<file path="config.mk">
export PLATFORM = sky130hd
export DESIGN_NAME = partial_acc_sched
export DESIGN_NICKNAME = d
export VERILOG_FILES = /design/src/rtl/partial_acc_sched.sv
export SDC_FILE = /design/constraint.sdc
export NUM_CORES = 1
export LEC_CHECK = 0
export CAP_MARGIN = 20
export CORE_MARGIN = 2
export CORE_UTILIZATION = 44
export DETAILED_ROUTE_END_ITERATION = 8
export PLACE_DENSITY = 0.76
export RECOVER_POWER = 50
export SETUP_SLACK_MARGIN = 0.2
export SYNTH_ARGS = -nofsm -noshare
export SYNTH_HDL_FRONTEND = slang
export SYNTH_SLANG_ARGS = --single-unit
</file>
<file path="constraint.sdc">
create_clock -name clk -period 2.4 [get_ports clk]
set_input_delay 0.72 -clock clk [delete_from_list [all_inputs] [get_ports clk]]
set_output_delay 0.72 -clock clk [all_outputs]
set_load 0.02 [all_outputs]
</file>
<file path="src/rtl/partial_acc_sched.sv">
// partial_acc_sched: sums N_PART signed partial LUT results into one output
// sample, presenting the partial index on part_sel and holding the finished
// sum on acc_out until the consumer takes it with out_ready.
//
// Build option: define PARTIAL_ACC_SAT_EN to saturate each add at the signed
// W-bit limits; left undefined, every add wraps modulo 2^W.
//
// state | meaning
// ------+---------------------------------------------------------------
// IDLE  | waiting for start; acc_out keeps the last sum
// ACCUM | one add per edge, part_sel steps 0..N_PART-1
// HOLD  | out_valid high, acc_out frozen until out_ready

module partial_acc_sched #(
  parameter int N_PART = 8,
  parameter int W      = 15
) (
  input  logic                      clk,
  input  logic                      rst,
  input  logic                      start,
  output logic [$clog2(N_PART)-1:0] part_sel,
  input  logic signed [W-1:0]       part_data,
  output logic signed [W-1:0]       acc_out,
  output logic                      out_valid,
  input  logic                      out_ready,
  output logic                      busy,
  output logic                      overrun
);

  localparam int SW = $clog2(N_PART);
  localparam logic [SW-1:0] SEL_LAST = SW'(N_PART - 1);

  typedef enum logic [1:0] {
    S_IDLE  = 2'd0,
    S_ACCUM = 2'd1,
    S_HOLD  = 2'd2
  } state_t;

  state_t                state_q, state_d;
  logic signed [W-1:0]   acc_q, acc_d;
  logic [SW-1:0]         sel_q, sel_d;
  logic                  valid_q, valid_d;
  logic                  overrun_q, overrun_d;
  logic signed [W-1:0]   add_res;

`ifdef PARTIAL_ACC_SAT_EN
  localparam logic signed [W-1:0] ACC_MAX = {1'b0, {(W-1){1'b1}}};
  localparam logic signed [W-1:0] ACC_MIN = {1'b1, {(W-1){1'b0}}};

  logic signed [W:0] sum_ext;

  // One extra bit exposes overflow; clamp toward the sign of the true sum.
  always_comb begin
    sum_ext = {acc_q[W-1], acc_q} + {part_data[W-1], part_data};
    add_res = sum_ext[W-1:0];
    if (sum_ext[W] != sum_ext[W-1]) begin
      add_res = sum_ext[W] ? ACC_MIN : ACC_MAX;
    end
  end
`else
  // Plain W-bit add; the carry out is dropped so the result wraps.
  always_comb begin
    add_res = acc_q + part_data;
  end
`endif

  // Next-state and datapath decisions for the scheduler.
  always_comb begin
    state_d   = state_q;
    acc_d     = acc_q;
    sel_d     = sel_q;
    valid_d   = valid_q;
    overrun_d = overrun_q;

    unique case (state_q)
      S_IDLE: begin
        if (start) begin
          state_d = S_ACCUM;
          acc_d   = '0;
          sel_d   = '0;
        end
      end

      S_ACCUM: begin
        acc_d = add_res;
        if (sel_q == SEL_LAST) begin
          // Index parks at 0 rather than running into unused codes.
          state_d = S_HOLD;
          valid_d = 1'b1;
          sel_d   = '0;
        end else begin
          sel_d = sel_q + SW'(1);
        end
        if (start) begin
          overrun_d = 1'b1;
        end
      end

      S_HOLD: begin
        if (out_ready) begin
          valid_d = 1'b0;
          if (start) begin
            // Same-edge handoff: the old sum leaves as the new one begins.
            state_d = S_ACCUM;
            acc_d   = '0;
            sel_d   = '0;
          end else begin
            state_d = S_IDLE;
          end
        end else if (start) begin
          overrun_d = 1'b1;
        end
      end

      default: begin
        state_d = S_IDLE;
        valid_d = 1'b0;
        sel_d   = '0;
      end
    endcase
  end

  // State registers; reset discards any sum in flight.
  always_ff @(posedge clk or negedge rst) begin
    if (!rst) begin
      state_q   <= S_IDLE;
      acc_q     <= '0;
      sel_q     <= '0;
      valid_q   <= 1'b0;
      overrun_q <= 1'b0;
    end else begin
      state_q   <= state_d;
      acc_q     <= acc_d;
      sel_q     <= sel_d;
      valid_q   <= valid_d;
      overrun_q <= overrun_d;
    end
  end

  assign part_sel  = sel_q;
  assign acc_out   = acc_q;
  assign out_valid = valid_q;
  assign overrun   = overrun_q;
  assign busy      = (state_q != S_IDLE);

endmodule

</file>
==> impl_results.md <==
- Status: completed
- Number of synthesized flops with an enable pin: 0
- Fin Hold WS: 0.4804 ns
- Clk_skew: 0.01059 ns
- Peak supply drop: 0.7794 mV
- Maxcap violations: 0
- DRT Pass-1 Iters: 4
- # diodes: 0
- Vias/cell: 5.540
- Share of flip-flops with an asynchronous set or reset: 1.000
- Final wirelength: 4.652 mm
- Avg Inst Size Synth: 9.138 um2
- TritonCTS Buffers: 3
- Cell taking the most area after synthesis: dfrtp_1
- Synthesized instance count: 168
- Post-route ant nets: 0
- Hold EP: overrun
- Top cell type's share of synthesized area: 0.3586
- Dpl hpwl: 2.991 mm
- Worst path arrival time: 2.40 ns
- GRT overflow: 0
- Crit path kind: in2reg
- Worst-margin pin slew: 1.177 ns
- Tot GR Track Use: 0.2152
- Lkg Pwr: 0.001040 uW
- Total die area: 3978 um2
- Drt drc: 0
- Drt initial violations: 96
- Largest net degree at the start of global routing: 23
- Critical Path Fanout Max: 4
- Height of the chip: 63.07 um
- Slew HR: 0.2152
- Vias in the first global route: 1548
- Sum Neg Setup Slack: 0 ns
- DP Area: 2162 um2
- Sink Count: 22
- Hold depth: 1
- Synth-to-Final Area Change: 59.74%
- Clock Tree Buf Depth: 2
- Rows: 21
- Sequential-to-total area share from yosys stat: 0.3586
- Clock Tree Root: clkbuf_4
- Worst Reg2Reg Path Length in Cells: 9
- Vias: 1579
- TritonCTS clock tree: yes
- Gpl congestion: 0.9155
- Most common cell after layout, fill and taps aside: buf_4
- Starting density of the core: 0.4601
- RSZ-0062 raised after global routing: true
- Nets: 276
- Worst Hold Class: reg2reg
- Share of cells above drive strength 1: 0.2971
- Max Clock Freq: 457.2 MHz
- CP Capture Type: flop
- Dpl ws: -0.6223 ns
- Core Util, Final: 0.7349
- Synthesized flop and latch total: 22
- Flop2flop setup slack: 0.26 ns
- Total of warnings raised by yosys: 0
- Cell Pwr Density: 1542 nW/um2
- First-pass GRT wire length: 6.824 mm
- Top cells by area, synth: dfrtp_1 36%, ha_1 13%, nand2_1 5.9%
- H-tree depth: 1
- Hold_sp: overrun
- Clk pin slew, worst setup/hold paths: 0.14 ns
- Tcrit/Tclk final: 0.9113
- Count of final hold-check violations: 0
- Startpoint of the worst register-to-register path: acc_out[0]
- Final min period: 2.187 ns
- Design area: 2452 um2
- Final setup viols: 0
- Cell Area, Synth: 1535 um2
- CP Data Required Time: 2.61 ns
- Top_reg_cell synth: dfrtp_1
- Hold buffers post-CTS: 0
- CP Launch Type: primary input
- Core footprint: 3337 um2
- Initial antenna violation count: 0
- Distinct cells, synth: 38
- Post-Synthesis Net Count: 204
- Clk Latency, worst-skew pair: 0.33 ns
- Io pins: 40
- DR WL/cell: 16.32 um
- Final Max Slew Viols: 0
- Critical R2R Capture: acc_out[12]
- # port buffers: 39
- Most frequent cells in the layout: 31 x buf_4, 27 x clkdlybuf4s50_1, 24 x nand2_1
- DIE WIDTH: 63.07 um
- Setup WS post-layout: 0.2129 ns
-- worst max-delay path, cell delays in order --
cell and delay (ns):
clkdlybuf4s50_1 0.45, ha_4 0.21, a211oi_4 0.25, o21bai_1 0.12, a21oi_2 0.18, o2bb2ai_2 0.16, o21ai_1 0.10, xnor2_1 0.14
o21ai_1 0.07
-- report_power, final --
group	switching (uW)	internal (uW)	total [uW]	leakage [uW]
sequential	213	563	776	0.000257
combinational	1310	1400	2710	0.000755
clock	132	169	301	0.0000279
-- per-layer routing --
metal	GRT usage	vias to the layer above	share of wire	routed length [um]
met5	0	-	0	0
met2	0.4029	61	0.55	2537
met3	0.03393	8	0.053	245
li1	-	749	-	-
met1	0.2417	761	0.39	1795
met4	0.08333	0	0.016	74
-- cell families (layout without fill, tap and decap cells) --
kind of cell | count (synthesis) | count (layout) | share of synthesized area
fa+ha+maj | 17 | 17 | 0.1434
xor+xnor | 11 | 11 | 0.06275
mux | 1 | 1 | 0.006520
buf+inv | 12 | 83 | 0.03097
simple gates | 41 | 41 | 0.1190
compound gates | 64 | 64 | 0.2787
flops | 22 | 22 | 0.3586
-- what timing repair did --
| action | CTS | global route |
|---|---|---|
| gates resized for setup | 26 | 17 |
| pin swaps | 16 | 21 |
| buffers inserted | 3 | 6 |
| setup endpoints to repair | 11 | 6 |
-- Yosys cell counts (2+ instances only) --
cell       count
clkbuf_1       3
buf_2          2
a211oi_1       3
o21ai_1       15
inv_1          7
a21o_1         4
xnor2_1        6
a22o_1         4
a21oi_1       13
dfrtp_1       22
o21bai_1       2
nand2_1       24
o2bb2ai_1      2
nand3_1        3
o21a_1         3
ha_1          16
nor2_1         7
a211oi_2       2
o31ai_1        2
o21ai_0        6
xor2_1         5
-- worst max path at each step --
| stage | start | end | cells after the start |
|---|---|---|---|
| finish | part_data[3] | acc_out[12] | 9 |
| global route | part_data[11] | acc_out[14] | 9 |
| CTS | part_data[3] | acc_out[14] | 9 |
| detailed placement | part_data[0] | acc_out[12] | 10 |
| global placement | part_data[0] | acc_out[12] | 10 |
| floorplan | part_data[0] | acc_out[12] | 9 |
-- flip-flops by register name, indices dropped and copies added (netlist names) --
| register | count |
|---|---|
| acc_out | 15 |
| out_valid | 1 |
| overrun | 1 |
| state_q | 2 |
| part_sel | 3 |
-- area by class of cell --
| type | count | area [um2] |
|---|---|---|
| flip-flops and latches | 22 | 553.0 |
| clock buffers | 3 | 22.52 |
| well taps | 46 | 57.56 |
| multi-input cells | 134 | 1134 |
| inverters | 7 | 26.28 |
| clock inverters | 1 | 30.03 |
| fillers | 240 | 884.6 |
| repair buffers | 72 | 629.4 |
-- metrics by stage --
step,instances,power [uW]
2_1_floorplan,168,2109
3_3_place_gp,272,2937
3_5_place_dp,272,3025
4_1_cts,279,3494
5_1_grt,285,4045
6_report,285,3782
(Power assumes the default switching activity.)
